===== config.mk =====
export PLATFORM = sky130hd
export DESIGN_NAME = sb_arbiter
export DESIGN_NICKNAME = d
export VERILOG_FILES = /design/src/rtl/sb_arbiter.sv
export SDC_FILE = /design/constraint.sdc
export NUM_CORES = 1
export LEC_CHECK = 0
export ABC_AREA = 1
export BUFFER_PORTS_ARGS = -buffer_cell sky130_fd_sc_hd__clkbuf_2
export CAP_MARGIN = 20
export CORE_AREA = 2 2 109 111
export CTS_CLUSTER_SIZE = 24
export DETAILED_ROUTE_END_ITERATION = 10
export DIE_AREA = 0 0 111 113
export MAX_ROUTING_LAYER = met4
export PLACE_DENSITY = 0.7
export SETUP_SLACK_MARGIN = 0.3
export SKIP_CTS_REPAIR_TIMING = 1
export SYNTH_ARGS = -nofsm -noshare
export SYNTH_HDL_FRONTEND = slang
export SYNTH_SLANG_ARGS = --single-unit

===== constraint.sdc =====
create_clock -name clk -period 1.7 [get_ports clk]
set_input_delay 0.17 -clock clk [delete_from_list [all_inputs] [get_ports clk]]
set_output_delay 0.17 -clock clk [all_outputs]
set_load 0.03 [all_outputs]

===== src/rtl/sb_arbiter.sv =====
// sb_arbiter: shares one system-bus memory port between instruction fetch
// and data load/store. One transaction outstanding; data wins over fetch.
// Optional starvation guard compiled in with `define SB_STARVE_GUARD_EN:
// after MAX_DATA_RUN contested data grants, fetch is granted once.
module sb_arbiter #(
   parameter int MAX_DATA_RUN = 4
) (
   input  logic        clk,
   input  logic        rst,
   input  logic        if_req,
   input  logic [31:0] if_addr,
   output logic        if_gnt,
   output logic        if_rvalid,
   output logic [31:0] if_rdata,
   input  logic        d_re,
   input  logic        d_we,
   input  logic [31:0] d_addr,
   input  logic [31:0] d_wdata,
   input  logic [3:0]  d_byte_sel,
   input  logic        d_un_sign,
   output logic        d_gnt,
   output logic        d_rvalid,
   output logic [31:0] d_rdata,
   output logic        hold_o,
   output logic        m_req,
   output logic        m_we,
   output logic [31:0] m_addr,
   output logic [31:0] m_wdata,
   output logic [3:0]  m_byte_sel,
   output logic        m_un_sign,
   input  logic        m_ready,
   input  logic        m_rvalid,
   input  logic [31:0] m_rdata
);

   typedef enum logic [1:0] {
      S_IDLE = 2'd0,
      S_REQ  = 2'd1,
      S_RESP = 2'd2
   } state_t;

   localparam logic OWN_FETCH = 1'b0;
   localparam logic OWN_DATA  = 1'b1;

   state_t      state_q, state_d;
   logic        owner_q, owner_d;
   logic        we_q, we_d;
   logic [31:0] addr_q, addr_d;
   logic [31:0] wdata_q, wdata_d;
   logic [3:0]  bsel_q, bsel_d;
   logic        usign_q, usign_d;

   logic        d_pend_s;
   logic        fetch_first_s;
   logic        if_gnt_s, d_gnt_s, if_rv_s, d_rv_s, m_req_s;

   assign d_pend_s = d_re | d_we;

`ifdef SB_STARVE_GUARD_EN
   localparam int RUN_W = $clog2(MAX_DATA_RUN + 1);
   logic [RUN_W-1:0] run_q, run_d;

   // Fetch wins when data is idle, or when data has had its full run while fetch waited.
   assign fetch_first_s = if_req & (~d_pend_s | (run_q == RUN_W'(MAX_DATA_RUN)));

   // Count contested data grants; any fetch grant restarts the run.
   always_comb begin
      run_d = run_q;
      if (state_q == S_IDLE && fetch_first_s) begin
         run_d = '0;
      end else if (state_q == S_IDLE && d_pend_s && if_req && run_q != RUN_W'(MAX_DATA_RUN)) begin
         run_d = run_q + RUN_W'(1);
      end else begin
         run_d = run_q;
      end
   end

   // Run counter register.
   always_ff @(posedge clk or negedge rst) begin
      if (!rst) begin
         run_q <= '0;
      end else begin
         run_q <= run_d;
      end
   end
`else
   // Strict data priority; the run limit has no effect in this build.
   localparam int unused_max_run_c = MAX_DATA_RUN;
   assign fetch_first_s = if_req & ~d_pend_s;
`endif

   // Arbitration, request latching and transaction sequencing.
   always_comb begin
      state_d  = state_q;
      owner_d  = owner_q;
      we_d     = we_q;
      addr_d   = addr_q;
      wdata_d  = wdata_q;
      bsel_d   = bsel_q;
      usign_d  = usign_q;
      m_req_s  = 1'b0;
      if_gnt_s = 1'b0;
      d_gnt_s  = 1'b0;
      if_rv_s  = 1'b0;
      d_rv_s   = 1'b0;
      case (state_q)
         S_IDLE: begin
            if (fetch_first_s) begin
               owner_d = OWN_FETCH;
               we_d    = 1'b0;
               addr_d  = if_addr;
               wdata_d = 32'h0000_0000;
               bsel_d  = 4'b1111;
               usign_d = 1'b0;
               state_d = S_REQ;
            end else if (d_pend_s) begin
               // A simultaneous read+write request is served as a write.
               owner_d = OWN_DATA;
               we_d    = d_we;
               addr_d  = d_addr;
               wdata_d = d_wdata;
               bsel_d  = d_byte_sel;
               usign_d = d_un_sign;
               state_d = S_REQ;
            end else begin
               state_d = S_IDLE;
            end
         end
         S_REQ: begin
            m_req_s = 1'b1;
            if (m_ready) begin
               if (owner_q == OWN_DATA) begin
                  d_gnt_s = 1'b1;
               end else begin
                  if_gnt_s = 1'b1;
               end
               state_d = we_q ? S_IDLE : S_RESP;
            end else begin
               state_d = S_REQ;
            end
         end
         S_RESP: begin
            if (m_rvalid) begin
               if (owner_q == OWN_DATA) begin
                  d_rv_s = 1'b1;
               end else begin
                  if_rv_s = 1'b1;
               end
               state_d = S_IDLE;
            end else begin
               state_d = S_RESP;
            end
         end
         default: begin
            state_d = S_IDLE;
         end
      endcase
   end

   // State and latched request fields; reset drops any transaction in flight.
   always_ff @(posedge clk or negedge rst) begin
      if (!rst) begin
         state_q <= S_IDLE;
         owner_q <= OWN_FETCH;
         we_q    <= 1'b0;
         addr_q  <= 32'h0000_0000;
         wdata_q <= 32'h0000_0000;
         bsel_q  <= 4'b0000;
         usign_q <= 1'b0;
      end else begin
         state_q <= state_d;
         owner_q <= owner_d;
         we_q    <= we_d;
         addr_q  <= addr_d;
         wdata_q <= wdata_d;
         bsel_q  <= bsel_d;
         usign_q <= usign_d;
      end
   end

   assign m_req      = m_req_s;
   assign m_we       = we_q;
   assign m_addr     = addr_q;
   assign m_wdata    = wdata_q;
   assign m_byte_sel = bsel_q;
   assign m_un_sign  = usign_q;
   assign if_gnt     = if_gnt_s;
   assign d_gnt      = d_gnt_s;
   assign if_rvalid  = if_rv_s;
   assign d_rvalid   = d_rv_s;
   assign if_rdata   = if_rv_s ? m_rdata : 32'h0000_0000;
   assign d_rdata    = d_rv_s ? m_rdata : 32'h0000_0000;
   // Stall while data is pending unless a write is accepted or a load returns now.
   assign hold_o     = d_pend_s & ~(d_gnt_s & we_q) & ~d_rv_s;

endmodule


Yosys cells after proc, flatten, opt, wreduce, memory -nomap -nowiden

Index checks and enable logic that the tools add are counted.

Equal/unequal tests: 2
Multiplexer cells: 31
Bitwise operators: 8
Reductions and logical operators: 3

Operators by type and width:

| operator           | number |
|---|---|
| $mux 32            | 6 |
| $mux 1             | 19 |
| $mux 4             | 2 |
| $mux 2             | 3 |
| $pmux 2 s3         | 1 |
| $and 1x1->1        | 4 |
| $not 1->1          | 3 |
| $eq 2x1->1 const B | 1 |
| $eq 2x2->1 const B | 1 |
| $logic_not 2->1    | 1 |
| $reduce_and 2->1   | 1 |
| $reduce_bool 2->1  | 1 |
| $or 1x1->1         | 1 |

Output and inout bits: 140
Input port bits: 140
Flip-flop bits (word level): 73

Longest topological paths before layout

Depth after elaboration: 7
Gate-level depth with buffers: 8

Worst setup path before layout

OpenSTA, ideal clock, no wires.

Path type: reg2out
From: reg state_q[1]
To: out d_rdata[22]
Stages on the path, launching flop included: 6
Arrival: 1.360 ns
Data required time: 1.530 ns
Setup slack: 0.170 ns
Cell sequence: dfrtp_1 > inv_1 > nor2_1 > nand3_2 > buf_2 > nor2_1

Word-level cells in the longest chain between the ends: 3

RTL lines:

| what                     | RTL line | RTL |
|---|---|---|
| start: declaration       | 45       | `state_t state_q, state_d;` |
| start signal: assignment | 171      | `state_q <= state_d;` |
| $eq 2x2->1               | 106      | `case (state_q)` |
| $mux 1                   | 106      |  |
| $mux 32                  | 192      | `assign d_rdata = d_rv_s ? m_rdata : 32'h0000_0000;` |
| end: declaration         | 23       | `output logic [31:0] d_rdata,` |

Every way passes these cells.

Worst setup path after layout

From: reg state_q[0]
To: out d_rdata[26]

The elaborated chain is that of the path after synthesis.

==> flow_summary.json <==
{
  "clkSlewWorstSetupHoldPaths_ns": 0.07,
  "timing.critical_path.buf_inv": 2,
  "final_cell_mix": "209 x clkbuf_2, 103 x inv_1, 102 x nand3_1, 101 x nand2_1, 72 x dfrtp_1",
  "status": "complete, no violations",
  "reg2reg_depth": 7,
  "nets": 984,
  "vias": 4597,
  "postLayoutCoreUtil": 0.579,
  "drv_cap": 0,
  "tns_ns": 0,
  "fin_crit_sh": 0.980,
  "multi_input_area_mm2": 0.00194,
  "cts_sinks": 73,
  "regArea_mm2": 0.00183,
  "antenna_found_initial": 0,
  "path_delay_family": "flip-flops",
  "clock-skew-final_ns": 0.00682,
  "min_to": "m_wdata[23]",
  "cts.htree.levels": 3,
  "setup.worst_path.end_class": "primary output",
  "cp_num_cells": 5,
  "fin_cells": 992,
  "pwr-share-clk": 0.183,
  "die_y_um": 113,
  "hpwl_mm": 10.0,
  "post-place-cells": 973,
  "cts_buffer_depth": 2,
  "sequentialPowerShare": 0.275,
  "drv_slew": 0,
  "ys_types": 19,
  "yosysWarningCount": 0,
  "switchingPower_mw": 5.36,
  "fin_crit_ns": 1.67,
  "gr-total-overflow": 0,
  "crit_type": "reg -> out",
  "internal_power_mw": 5.73,
  "grt_first_pass_wirelength_mm": 20.7,
  "synthCells": 574,
  "start_util": 0.351,
  "clkLatencyLatePin_ns": 0.32,
  "grt_pass1_vias": 4210,
  "syn_area_mm2": 0.00395,
  "relSlewSlack": 0.703,
  "preCtsSetupSlack_ns": 0.228,
  "tightest_slew_ns": 0.445,
  "synth.area.top_cells": "dfrtp_1 46%, nand3_1 16%, nand2_1 13%",
  "ant_nets": 0,
  "globalplace.congestion": 0.977,
  "rows": 39,
  "ios": 280,
  "synth_top_cell_area_share": 0.462,
  "rsz0062_at_grt": "true",
  "cts_inserted_buffers": 9,
  "crit_required_ns": 1.53,
  "diodes": 0,
  "grt_max_degree": 41,
  "crit_slowest_cell": "dfrtp_2",
  "ys_seq_elements": 73,
  "vias_per_cell": 4.63,
  "switching_share": 0.483,
  "syn_avg_cell_area_um2": 6.88,
  "fmax_ghz": 0.600,
  "hold-path-cell-count": 3,
  "drc_errors": 0,
  "clock-root-buffer": "clkbuf_16",
  "placed_cell_area_mm2": 0.00553,
  "layout_commonest_cell": "clkbuf_2",
  "die_w_um": 111,
  "wirelength_mm": 13.6,
  "yosys.area.top_type": "dfrtp_1",
  "cts_tree": "done",
  "synth_nets": 714,
  "core_area_mm2": 0.0113,
  "routedWlPerCell_um": 13.7,
  "hold_viol_final": 0,
  "design_area_mm2": 0.00653,
  "dieArea_mm2": 0.0125,
  "hold_path.class": "in -> reg",
  "combPwrFrac": 0.542,
  "min_from": "d_wdata[23]",
  "ys_seq_area_frac": 0.462,
  "power_density_mw_per_mm2": 1700,
  "r2r_end": "m_addr[22]",
  "reg2reg_slack_ns": 0.21,
  "crit_arrival_ns": 1.50,
  "port_buffers": 279,
  "dr.first_iter.drc_count": 232,
  "start_kind": "register",
  "drive_gt1_frac": 0.475,
  "peakVddDrop_v": 0.000958,
  "final-setup-viol-count": 0,
  "detailedRoute.firstPassIterationCount": 5,
  "critPathMaxStageDelay_ns": 0.43,
  "fillers": 1092,
  "track_usage": 0.208,
  "r2r_start": "state_q[0]",
  "p_leak_nw": 4.04,
  "cp_max_fo": 34,
  "path_cells": "nor2_4, nand3_2, buf_12, nor2_1, buf_4",
  "areaGrowthSynthToFinish_pct": 65.3,
  "setup_slack_ns": 0.0335
}
[layer usage]
layer	vias up	wire length (um)	GRT usage
met3	20	773	0.0311
met4	0	333	0.0608
li1	2270	-	-
met1	2103	5110	0.230
met5	-	0	-
met2	204	7410	0.389
[power by group through the flow]
stage,Clock [mW],Combinational [mW],Sequential (mW)
4_1_cts,2.08,5.40,3.05
2_1_floorplan,0,2.16,4.53
3_5_place_dp,0,5.40,3.05
6_report,2.03,6.01,3.05
3_3_place_gp,0,5.33,3.05
5_1_grt,2.14,6.48,3.14
[cells by family (layout without fill, tap and decap cells)]
group / after synthesis / after routing / synth area share
buffers and inverters: 143 / 418 / 0.145
AND/OR/NAND/NOR: 354 / 354 / 0.386
flip-flops: 73 / 73 / 0.462
AO/OA/AOI/OAI: 4 / 4 / 0.00602
[how the worst max path moves through the flow]
stage	startpoint	endpoint
finish	state_q[0]	d_rdata[26]
global route	state_q[0]	if_rdata[18]
CTS	state_q[1]	d_rdata[6]
detailed placement	state_q[1]	d_rdata[6]
global placement	state_q[1]	hold_o
floorplan	state_q[1]	d_rdata[22]
[cell type report]
class / instances / area share
Tap cell: 143 / 0.0274
Timing Repair Buffer: 296 / 0.286
Clock inverter: 6 / 0.0138
Inverter: 106 / 0.0613
Sequential cell: 73 / 0.280
Clock buffer: 10 / 0.0351
Multi-Input combinational cell: 358 / 0.297
[cell usage after synthesis]
cell type	n
nand2_1	137
nand3_1	129
inv_1	105
nor2_1	80
dfrtp_1	73
buf_2	18
clkbuf_1	13
buf_4	4
buf_1	2
nand2_2	2
nand3_2	2
o21ai_0	2
inv_2	1
nand2_4	1
nor2_2	1
nor2_4	1
nor3_1	1
o211ai_1	1
o22ai_1	1
[flip-flops by register name (all words and copies together) (netlist names)]
name and count:
m_addr 32, m_byte_sel 4, m_un_sign 1, m_wdata 32, m_we 1, owner_q 1
state_q 2
[through the flow]
| stage | power [mW] | hold WS (ns) |
|---|---|---|
| 2_1_floorplan | 6.69 | -0.126 |
| 3_3_place_gp | 8.38 | 0.143 |
| 3_5_place_dp | 8.45 | 0.146 |
| 4_1_cts | 10.5 | -0.202 |
| 5_1_grt | 11.8 | 0.0453 |
| 6_report | 11.1 | 0.0469 |
[worst min-delay path, delay by kind of cell]
family,cells,cell delay [ns]
buffers and inverters,1,0.08
and+or+nand+nor,2,0.09
Note: power is estimated with default switching activity, not from simulation.
